## src/rtl/instruction_fetch_unit.sv

```systemverilog
// RV32IM fetch stage and IF/ID pipeline register: PC, instruction-memory handshake, skid and drain handling.
// Optional performance counters are enabled by defining IF_PERF_COUNTERS_EN.
module instruction_fetch_unit #(
   parameter logic [31:0] RESET_PC  = 32'h0000_0000,
   parameter logic [31:0] NOP_INSTR = 32'h0000_0013
) (
   input  logic        i_clk,
   input  logic        i_reset,
   input  logic        i_stall,
   input  logic        i_branch_taken,
   input  logic [31:0] i_branch_target,
   output logic [31:0] o_imem_addr,
   output logic        o_imem_read,
   input  logic [31:0] i_imem_readdata,
   input  logic        i_imem_busywait,
   output logic [31:0] o_if_id_pc,
   output logic [31:0] o_if_id_pc_plus4,
   output logic [31:0] o_if_id_instr,
   output logic        o_if_id_valid,
`ifdef IF_PERF_COUNTERS_EN
   output logic [31:0] o_perf_fetched,
   output logic [31:0] o_perf_busy_cycles,
`endif
   output logic        o_fetch_stall
);

   typedef enum logic [1:0] {
      ST_FETCH = 2'd0,
      ST_HOLD  = 2'd1,
      ST_DRAIN = 2'd2
   } state_t;

   state_t      r_state;
   state_t      w_state_nxt;
   logic [31:0] r_pc;
   logic [31:0] w_pc_nxt;
   logic [31:0] r_drain_addr;
   logic [31:0] w_drain_addr_nxt;
   logic [31:0] r_skid;
   logic [31:0] w_skid_nxt;
   logic [31:0] r_if_id_pc;
   logic [31:0] w_if_id_pc_nxt;
   logic [31:0] r_if_id_pc_plus4;
   logic [31:0] w_if_id_pc_plus4_nxt;
   logic [31:0] r_if_id_instr;
   logic [31:0] w_if_id_instr_nxt;
   logic        r_if_id_valid;
   logic        w_if_id_valid_nxt;
   logic        w_load_valid;
   logic [31:0] w_target;
   logic [31:0] w_pc_plus4;
   logic        w_accept;

   assign w_target   = {i_branch_target[31:2], 2'b00};
   assign w_pc_plus4 = r_pc + 32'd4;
   assign w_accept   = ~i_imem_busywait;

   // Request is suppressed while reset is held so nothing is issued before release.
   assign o_imem_read      = i_reset & (r_state != ST_HOLD);
   assign o_imem_addr      = (r_state == ST_DRAIN) ? r_drain_addr : r_pc;
   assign o_fetch_stall    = o_imem_read & i_imem_busywait;
   assign o_if_id_pc       = r_if_id_pc;
   assign o_if_id_pc_plus4 = r_if_id_pc_plus4;
   assign o_if_id_instr    = r_if_id_instr;
   assign o_if_id_valid    = r_if_id_valid;

   always_comb begin
      w_state_nxt          = r_state;
      w_pc_nxt             = r_pc;
      w_drain_addr_nxt     = r_drain_addr;
      w_skid_nxt           = r_skid;
      w_if_id_pc_nxt       = r_if_id_pc;
      w_if_id_pc_plus4_nxt = r_if_id_pc_plus4;
      w_if_id_instr_nxt    = r_if_id_instr;
      w_if_id_valid_nxt    = r_if_id_valid;
      w_load_valid         = 1'b0;
      case (r_state)
         ST_FETCH: begin
            if (w_accept && i_branch_taken) begin
               w_pc_nxt          = w_target;
               w_if_id_instr_nxt = NOP_INSTR;
               w_if_id_valid_nxt = 1'b0;
            end else if (i_branch_taken) begin
               // The in-flight request must complete at its original address before redirecting.
               w_drain_addr_nxt  = r_pc;
               w_pc_nxt          = w_target;
               w_if_id_instr_nxt = NOP_INSTR;
               w_if_id_valid_nxt = 1'b0;
               w_state_nxt       = ST_DRAIN;
            end else if (w_accept && !i_stall) begin
               w_if_id_pc_nxt       = r_pc;
               w_if_id_pc_plus4_nxt = w_pc_plus4;
               w_if_id_instr_nxt    = i_imem_readdata;
               w_if_id_valid_nxt    = 1'b1;
               w_load_valid         = 1'b1;
               w_pc_nxt             = w_pc_plus4;
            end else if (w_accept) begin
               w_skid_nxt  = i_imem_readdata;
               w_state_nxt = ST_HOLD;
            end else begin
               w_state_nxt = ST_FETCH;
            end
         end
         ST_HOLD: begin
            if (i_branch_taken) begin
               w_pc_nxt          = w_target;
               w_if_id_instr_nxt = NOP_INSTR;
               w_if_id_valid_nxt = 1'b0;
               w_state_nxt       = ST_FETCH;
            end else if (!i_stall) begin
               w_if_id_pc_nxt       = r_pc;
               w_if_id_pc_plus4_nxt = w_pc_plus4;
               w_if_id_instr_nxt    = r_skid;
               w_if_id_valid_nxt    = 1'b1;
               w_load_valid         = 1'b1;
               w_pc_nxt             = w_pc_plus4;
               w_state_nxt          = ST_FETCH;
            end else begin
               w_state_nxt = ST_HOLD;
            end
         end
         ST_DRAIN: begin
            w_if_id_instr_nxt = NOP_INSTR;
            w_if_id_valid_nxt = 1'b0;
            if (i_branch_taken) begin
               w_pc_nxt = w_target;
            end else begin
               w_pc_nxt = r_pc;
            end
            if (w_accept) begin
               w_state_nxt = ST_FETCH;
            end else begin
               w_state_nxt = ST_DRAIN;
            end
         end
         default: begin
            w_state_nxt = ST_FETCH;
         end
      endcase
   end

   always_ff @(posedge i_clk) begin
      if (!i_reset) begin
         r_state          <= ST_FETCH;
         r_pc             <= RESET_PC;
         r_drain_addr     <= 32'd0;
         r_skid           <= 32'd0;
         r_if_id_pc       <= 32'd0;
         r_if_id_pc_plus4 <= 32'd0;
         r_if_id_instr    <= NOP_INSTR;
         r_if_id_valid    <= 1'b0;
      end else begin
         r_state          <= w_state_nxt;
         r_pc             <= w_pc_nxt;
         r_drain_addr     <= w_drain_addr_nxt;
         r_skid           <= w_skid_nxt;
         r_if_id_pc       <= w_if_id_pc_nxt;
         r_if_id_pc_plus4 <= w_if_id_pc_plus4_nxt;
         r_if_id_instr    <= w_if_id_instr_nxt;
         r_if_id_valid    <= w_if_id_valid_nxt;
      end
   end

`ifdef IF_PERF_COUNTERS_EN
   logic [31:0] r_perf_fetched;
   logic [31:0] r_perf_busy_cycles;

   assign o_perf_fetched     = r_perf_fetched;
   assign o_perf_busy_cycles = r_perf_busy_cycles;

   always_ff @(posedge i_clk) begin
      if (!i_reset) begin
         r_perf_fetched     <= 32'd0;
         r_perf_busy_cycles <= 32'd0;
      end else begin
         r_perf_fetched     <= r_perf_fetched + {31'd0, w_load_valid};
         r_perf_busy_cycles <= r_perf_busy_cycles + {31'd0, o_fetch_stall};
      end
   end
`endif

endmodule

```

## config.mk

```make
export PLATFORM = sky130hd
export DESIGN_NAME = instruction_fetch_unit
export DESIGN_NICKNAME = d
export VERILOG_FILES = /design/src/rtl/instruction_fetch_unit.sv
export SDC_FILE = /design/constraint.sdc
export NUM_CORES = 1
export LEC_CHECK = 0
export ABC_CLOCK_PERIOD_IN_PS = 2950
export CAP_MARGIN = 0
export CORE_MARGIN = 3
export CORE_UTILIZATION = 50
export DETAILED_ROUTE_END_ITERATION = 8
export PLACE_DENSITY_LB_ADDON = 0.2
export REMOVE_ABC_BUFFERS = 1
export SYNTH_ARGS = -nofsm -noshare
export SYNTH_HDL_FRONTEND = slang
export SYNTH_SLANG_ARGS = --single-unit
```

## constraint.sdc

```tcl
create_clock -name i_clk -period 2.95 [get_ports i_clk]
set_clock_uncertainty 0.15 [all_clocks]
set_input_delay 0.295 -clock i_clk [delete_from_list [all_inputs] [get_ports i_clk]]
set_output_delay 0.295 -clock i_clk [all_outputs]
set_load 0.01 [all_outputs]
```

### Yosys cells after proc, flatten, opt, wreduce, memory -nomap -nowiden

Index checks and enable logic that the tools add are counted.

| storage, ports and cells | value |
|---|---|
| logic and storage cells | 77 |
| input bits | 69 |
| flip-flop bits (word level) | 195 |
| output and inout port bits | 131 |

| cells by class | value |
|---|---|
| bitwise logic cells | 6 |
| eq/ne operators | 12 |
| reductions and logical operators | 12 |
| mux-type cells | 38 |
| $add $sub $neg | 1 |

Operators by type and width:

| cell | count |
|---|---|
| $mux W32 | 20 |
| $pmux W32 S3 | 2 |
| $pmux W32 S2 | 2 |
| $add A32 B3 Y32 const B | 1 |
| $ne A2 B2 Y1 const B | 6 |
| $mux W1 | 8 |
| $mux W2 | 4 |
| $ne A3 B3 Y1 const B | 2 |
| $pmux W2 S3 | 1 |
| $reduce_and A3 Y1 | 2 |
| $reduce_and A6 Y1 | 1 |
| $reduce_and A5 Y1 | 1 |
| $ne A4 B4 Y1 const B | 1 |
| $not A1 Y1 | 4 |
| $reduce_and A4 Y1 | 1 |
| $pmux W1 S3 | 1 |
| $reduce_bool A3 Y1 | 1 |
| $and A1 B1 Y1 | 2 |
| $eq A2 B1 Y1 const B | 1 |
| $eq A2 B2 Y1 const B | 1 |
| $logic_and A1 B1 Y1 | 2 |
| $logic_not A2 Y1 | 1 |
| $ne A2 B1 Y1 const B | 1 |
| $reduce_and A2 Y1 | 1 |
| other kinds (2) | 2 |

### Depth between registers and ports, before layout

Gate-level depths: netlist (run 1).

| logic depth | value |
|---|---|
| depth in word-level cells | 6 |
| depth in mapped cells | 10 |
| gate-level depth less buffers | 7 |

### Worst setup path before layout (run 1)

OpenSTA, ideal clock, no wires.

| path | value |
|---|---|
| kind | register to register |
| from | reg r_state[0] |
| to | reg r_pc[28] |
| data arrival time | 2.195 ns |
| path slack | 0.528 ns |
| cell stages (with the launch flop) | 9 |
| required time | 2.723 ns |
| clock period less this slack | 2.422 ns |
| path buffers | 1 |
| setup time | 0.077 ns |
| cell sequence | dfxtp_1 -> inv_1 -> ha_1 -> nor2b_4 -> or2_1 -> clkbuf_2 -> or4_1 -> or3_1 -> a41oi_2 |

| on the way | value |
|---|---|
| longest elaborated chain between the ends | 3 |
| elaborated cells between the ends (all ways) | 9 |
| those cells by class | eq/ne: 5; mux: 1; reduce/logical: 3 |

Ends and longest elaborated chain:

| what | line | text |
|---|---|---|
| from (decl) | 33 | `state_t r_state;` |
| from (signal assigned) | 153 | `r_state <= w_state_nxt;` |
| $eq A2 B1 Y1 (tied with other cells) | 77 | `case (r_state)` |
| $ne A3 B3 Y1 (no source line) (tied with other cells) | -- |  |
| $reduce_and A4 Y1 (no source line) | -- |  |
| to (signal assigned) | 154 | `r_pc <= w_pc_nxt;` |
| to (decl) | 35 | `logic [31:0] r_pc;` |

Several ways; a longest one is shown, not always the timed one.
A chain may end at the register's enable or synchronous reset.

### Final worst setup path (run 1)

| path | value |
|---|---|
| from | reg r_state[0] |
| to | reg r_pc[25] |

The elaborated chain is that of the path after synthesis.

==> results.md, run 1 <==
- Root Driver: clkbuf_16
- Ys Warns: 0
- DRT iter0 DRCs: approximately 660
- Seq pwr share: between 40 and 50%
- Synth top area share: 45.0%
- RSZ-0062 raised after global routing: false
- Routability congestion estimate: about 0.84
- CTS max path bufs: 2
- Share of layout cells above drive strength 1: roughly 8.9%
- Seq/Total Area, Yosys: roughly 45%
- Critical path required time: 3150 ps
- Row count: 47
- Flops & latches, synth: 193
- Post-synth EDFFs: 0
- CTS tree: built
- Final setup fails: 0
- Max VDD drop: 0.444 mV
- R2R setup slack: 260 ps
- Total Routed Length: 24.6 mm
- Critical Path Sink: r_pc[25]
- Util after Layout: roughly 68%
- CP endpoint kind: flop
- Core Region: ~0.017 mm²
- Post-cts hold buffer count: 0
- PD cells: between 500 and 600 mW/mm²
- Sink Count: approximately 190
- Hold Crit Class: primary input to flop
- Post-CTS setup buffer count: 0
- Mapped Area: 0.00859 mm²
- Status: finished, final reports clean
- # DRC: 0
- Initial Util: 51.4%
- Reg2reg end: r_pc[25]
- I/O pins: 200
- Die width: 137 µm
- Setup TNS: 0 ps
- Final hold vios: 0
- Worst EP arrival: just under 3000 ps
- Vias in the first global route: 7729
- Total inserted antenna cells: 0
- Number of H-tree levels: 4
- Comb pwr share: 16.8%
- Vias post-DR: 8188
- Syn Area/Cell: 7.96 µm²
- Post-synth top flop: dfxtp_1
- FMAX: 372 MHz
- Critical register-to-register path startpoint: r_state[0]
- 1st-pass router iterations: 4
- Dpl hpwl: between 15 and 20 mm
- Num CTS Buffers: 17
- Detail Route Antenna Nets: 0
- Final nets: approximately 1300
- Largest net degree at the start of global routing: about 150
- Commonest non-fill, non-tap cell in the layout: nand2_1
- Sw frac: a little over a quarter
- WL/cell: 17.0 µm
- Number of vias per cell: 5.64
- Die area: 0.0188 mm²
- Clk network pwr share: 38.6%
- Fin. max-slew vios: 0
- Mapped Cells: ~1100
- Async SR Flop Fraction: 0%
- Synth unique cells: 59
- CP startpoint: r_state[0]
- Antenna violations before repair: 0
- Area Overhead vs Synth: 32.0%
- Reg2Reg Depth: 7
- Min cycle time layout: about 2700 ps
- Clock transition at the registers of the reported paths: 70 ps
- Slew headroom: roughly 21%
- Most frequent cells in the layout: nand2_1 (240), clkdlybuf4s50_1 (196), dfxtp_1 (193), a21oi_1 (124), nor2_1 (75)
- Placement Cell Area: 0.0107 mm²
- Final Cell Area: ~0.011 mm²
- Total Power: 6.42 mW
- GRT Residual Overflow: 0
- Internal Power: about 4.7 mW
- PostCTS Resize Cnt: 0
- Post-synth top area cell: dfxtp_1
- Crit path max fanout: 24
- Worst slew pin tran: 1180 ps
- Leak: 4.00 nW
- Tcrit/Tclk final: 91.2%
- First-pass GRT wire length: approximately 39 mm
- I/O Buffers: ~200
- Max cap viols: 0
- Die height: ~140 µm
- Worst skew pair latency: between 400 and 500 ps
- Worst setup path class: flop to flop
- Overall Global Routing Usage: 25.8%
- CP Launch Type: flop
- Sw power: 1.72 mW
- Top cells by area, synth: dfxtp_1 (45%), nand2_1 (10%), a21oi_1 (7.2%)
==> cells in the mapped netlist (all sizes together), types with 2 or more instances <==
cell type	n
a31oi	5
and3	15
nand2b	3
nor3	38
a32oi	6
a22oi	5
nand4	10
or2	2
o2bb2ai	2
and4	5
xor2	16
o31a	6
or4	2
nand3	29
xnor2	9
clkbuf	80
nor4	4
a32o	2
buf	28
nor2b	4
a221oi	35
or2b	2
or3	3
a21oi	124
o22ai	7
mux2	26
o311ai	2
o211ai	10
and2	6
dfxtp	193
a211oi	8
nor2	79
ha	5
o21ai	41
nand2	240
a2bb2oi	3
inv	10
o22a	3
==> worst max-delay path, cell delays in order, from the launching register on <==
cell	delay, ps
dfxtp_1	390
inv_1	80
ha_1	300
a21oi_1	470
o311a_1	210
buf_4	280
nand2_1	380
o211ai_1	340
==> worst min path at each step <==
stage                                   start          endpoint  slack, ps  cells past startpoint
after floorplan                       i_reset  o_if_id_instr[0]        220                      1
after global placement       r_drain_addr[22]  r_drain_addr[22]        290                      2
after detailed placement     r_drain_addr[15]  r_drain_addr[15]        290                      2
after CTS                 i_imem_readdata[26]        r_skid[26]        260                      3
after global routing      i_imem_readdata[28]        r_skid[28]        280                      3
final                     i_imem_readdata[26]        r_skid[26]        270                      3
==> power groups by stage <==
stage,clock (mW),sequential (mW),combinational (mW)
final,2.48,2.86,1.08
after global routing,2.62,2.88,1.18
after CTS,2.50,2.86,1.08
after detailed placement,0,2.92,1.08
after global placement,0,2.91,1.06
after floorplan,0,2.94,0.487
==> kinds of logic (layout without fill, tap and decap cells) <==
family / after synthesis / in the layout / share of synthesized area [%]
buf+inv: 119 / 271 / 5.67
simple gates: 444 / 444 / 23.1
fa+ha+maj: 5 / 5 / 0.728
mux: 26 / 26 / 3.41
xor+xnor: 25 / 25 / 2.55
compound gates: 267 / 267 / 19.5
flops: 193 / 193 / 45.0
==> through the flow <==
step	hold slack [ps]	instances	setup slack (ps)
after floorplan	217	971	-859
after global placement	288	1420	345
after detailed placement	294	1420	286
after CTS	264	1451	283
after global routing	282	1451	89.8
final	272	1451	261
==> cell type report <==
class                           count  area (µm²)
Clock buffer                       18         439
Clock inverter                     13         184
Fill cell                        1435        5360
Inverter                           11        43.8
Multi-Input combinational cell    767        4280
Sequential cell                   193        3860
Tap cell                          220         275
Timing Repair Buffer              229        2260
==> layer usage <==
metal  share of wire, %  vias to the layer above  track usage [%]
li1                   -                     4024                -
met3                8.1                       37             8.57
met1                 43                     3866             31.7
met2                 47                      261             42.7
met4                1.9                        0             8.59
met5                  0                        -                0
==> registers in the layout (all words and copies together), names as in the netlist <==
signal and flops:
o_if_id_valid 1, r_skid 32, o_if_id_pc_plus4 30, r_pc 32
o_if_id_pc 32, o_if_id_instr 32, r_drain_addr 32, r_state 2
Power figures use the tool's default switching activity.
==> run 2: changes to the inputs <==
--- a/config.mk
+++ b/config.mk
@@ -8,10 +8,11 @@
 export ABC_CLOCK_PERIOD_IN_PS = 2950
 export CAP_MARGIN = 0
 export CORE_MARGIN = 3
-export CORE_UTILIZATION = 50
+export CORE_UTILIZATION = 40
 export DETAILED_ROUTE_END_ITERATION = 8
 export PLACE_DENSITY_LB_ADDON = 0.2
 export REMOVE_ABC_BUFFERS = 1
 export SYNTH_ARGS = -nofsm -noshare
 export SYNTH_HDL_FRONTEND = slang
 export SYNTH_SLANG_ARGS = --single-unit
+export TNS_END_PERCENT = 10
==> run 2 against run 1 <==
Effect of this change:
- fmax shrank 0.35%
- count of clock-buffer cells in the layout shrank 1
- hold slack worse by 4.8 ps
- setup slack worse by 9.3 ps
- largest cell class unchanged
- largest power group unchanged
==> results.md, run 2 (same netlist as run 1, synthesis figures left out) <==
- Vias post-DR: 8198 (+0.12%)
- # DRC: 0 (unchanged)
- Die height: 153 µm (+11%)
- Worst setup path class: flop to output port
- Met3 Use GR: 5.45% (-3.1 points)
- Setup ws final: 251 ps (-9.34 ps)
- CTS max path bufs: 2 (unchanged)
- Vias in the first global route: 7630 (-1.3%)
- Commonest non-fill, non-tap cell in the layout: nand2_1
- PostCTS Resize Cnt: 0 (unchanged)
- Slew headroom: 53.1% (+32 points)
- Total inserted antenna cells: 0 (unchanged)
- Critical register-to-register path startpoint: r_state[0]
- CP startpoint: r_state[0]
- Post-CTS setup buffer count: 0 (unchanged)
- Die area: 0.0233 mm² (+24%)
- Fin. max-slew vios: 0 (unchanged)
- Worst EP arrival: 2250 ps (-640 ps)
- CP endpoint kind: output port
- Number of H-tree levels: 4 (unchanged)
- Met2 usage: 34.9% (-7.8 points)
- Placed insts: 1476 (+3.9%)
- Root Driver: clkbuf_16
- CP Launch Type: flop
- Met1 GRT Util: 28.2% (-3.5 points)
- Final Cell Area: 0.0115 mm² (+1.1%)
- Hold Crit Class: primary input to flop
- Overall Global Routing Usage: 21.4% (-4.5 points)
- CTS tree: built
- Reg2Reg Depth: 7 (unchanged)
- Detail Route Antenna Nets: 0 (unchanged)
- Max cap viols: 0 (unchanged)
- Number of vias per cell: 5.44 (-3.7%)
- Sink Count: 193 (unchanged)
- WL/cell: 17.1 µm (+0.46%)
- Share of layout cells above drive strength 1: 9.45% (+0.51 points)
- I/O pins: 200 (unchanged)
- Post-route insts no fill: 1508 (+3.9%)
- Total Power: 6.30 mW (-1.8%)
- PD cells: 550 mW/mm² (-2.9%)
- Final hold vios: 0 (unchanged)
- Status: finished, final reports clean
- Total Routed Length: 25.7 mm (+4.4%)
- Core Region: 0.0207 mm² (+24%)
- Initial Util: 41.5% (-9.9 points)
- Hold path cells: 3 (unchanged)
- GRT Residual Overflow: 0 (unchanged)
- Worst slew pin tran: 704 ps (-474 ps)
- Largest net degree at the start of global routing: 149 (unchanged)
- Critical path required time: 2510 ps (-640 ps)
- Num CTS Buffers: 17 (unchanged)
- Post-cts hold buffer count: 0 (unchanged)
- Worst slack, placed: 345 ps (+59.7 ps)
- Dpl hpwl: 16.7 mm (+6.8%)
- Crit path max fanout: 44 (+83%)
- RSZ-0062 raised after global routing: false
- Max VDD drop: 0.385 mV (-13%)
- Clock transition at the registers of the reported paths: 80 ps (about the same)
- Min cycle time layout: 2700 ps (+9.34 ps)
- Leak: 4.03 nW (+0.73%)
- 1st-pass router iterations: 5 (+1)
- Area Overhead vs Synth: 33.5%
- Most frequent cells in the layout: nand2_1 (240), clkdlybuf4s50_1 (196), dfxtp_1 (193), a21oi_1 (124), nor2_1 (75)
- Final setup fails: 0 (unchanged)
- Util after Layout: 55.4% (-12 points)
- First-pass GRT wire length: 41.2 mm (+6.5%)
- Final nets: 1299 (+0.46%)
- Tcrit/Tclk final: 91.5% (+0.32 points)
- FMAX: 371 MHz (-0.35%)
- Worst skew pair latency: 440 ps (about the same)
- Placement Cell Area: 0.0108 mm² (+1.2%)
- Hold Startpoint: i_imem_readdata[18]
- Antenna violations before repair: 0 (unchanged)
- Routability congestion estimate: 0.806 (-3.8%)
- Row count: 52 (+11%)
- DRT iter0 DRCs: 624 (-5.7%)
- Die width: 153 µm (+11%)
- Busiest grt layer: met2
- I/O Buffers: 197 (unchanged)
## run 2: changes by cell type in the layout (fill, tap and decap cells not counted), sizes merged
cell      previous run  this run
inv                 13        17
buf                 33        39
bufinv               4         0
clkinvlp             2         1
clkinv               5         8
clkbuf              18        17
## run 2: worst paths after layout
path | end | slack [ps]
setup / recovery | o_imem_addr[6] | 250
hold / removal | r_skid[18] | 270
setup reg to reg | o_if_id_instr[17] | 360
hold reg to reg | o_if_id_pc[10] | 300
## run 2: metrics by stage
stage	hold slack [ps]	TNS [ps]
global placement	288	0
floorplan	217	-30190
CTS	257	0
finish	267	0
detailed placement	294	0
global route	260	0
## run 2: power by group
part | leakage (nW) | total, mW | internal, mW | switching (mW)
clock network | 0.292 | 2.34 | 1.15 | 1.19
registers | 1.57 | 2.86 | 2.74 | 0.120
logic | 2.17 | 1.10 | 0.531 | 0.571
total | 4.03 | 6.30 | 4.42 | 1.88
## run 2: final cells by class
class,count,area [µm²]
Multi-Input combinational cell,767,4280
Fill cell,1959,9230
Sequential cell,193,3860
Tap cell,270,338
Clock buffer,17,425
Timing Repair Buffer,235,2330
Inverter,11,43.8
Clock inverter,15,188
## run 2: critical path: stages (launching register included)
cell and delay [ps]:
dfxtp_1 380, inv_1 80, ha_2 200, buf_12 200
o21ai_0 320, clkdlybuf4s50_1 610
## run 2: metal layers
layer / up-vias / routed length (µm) / share of wire [%]
met2: 272 / 12000 / 47
met5: - / 0 / 0
met1: 3859 / 11500 / 45
li1: 4037 / - / -
met4: 0 / 398 / 1.5
met3: 30 / 1800 / 7.0
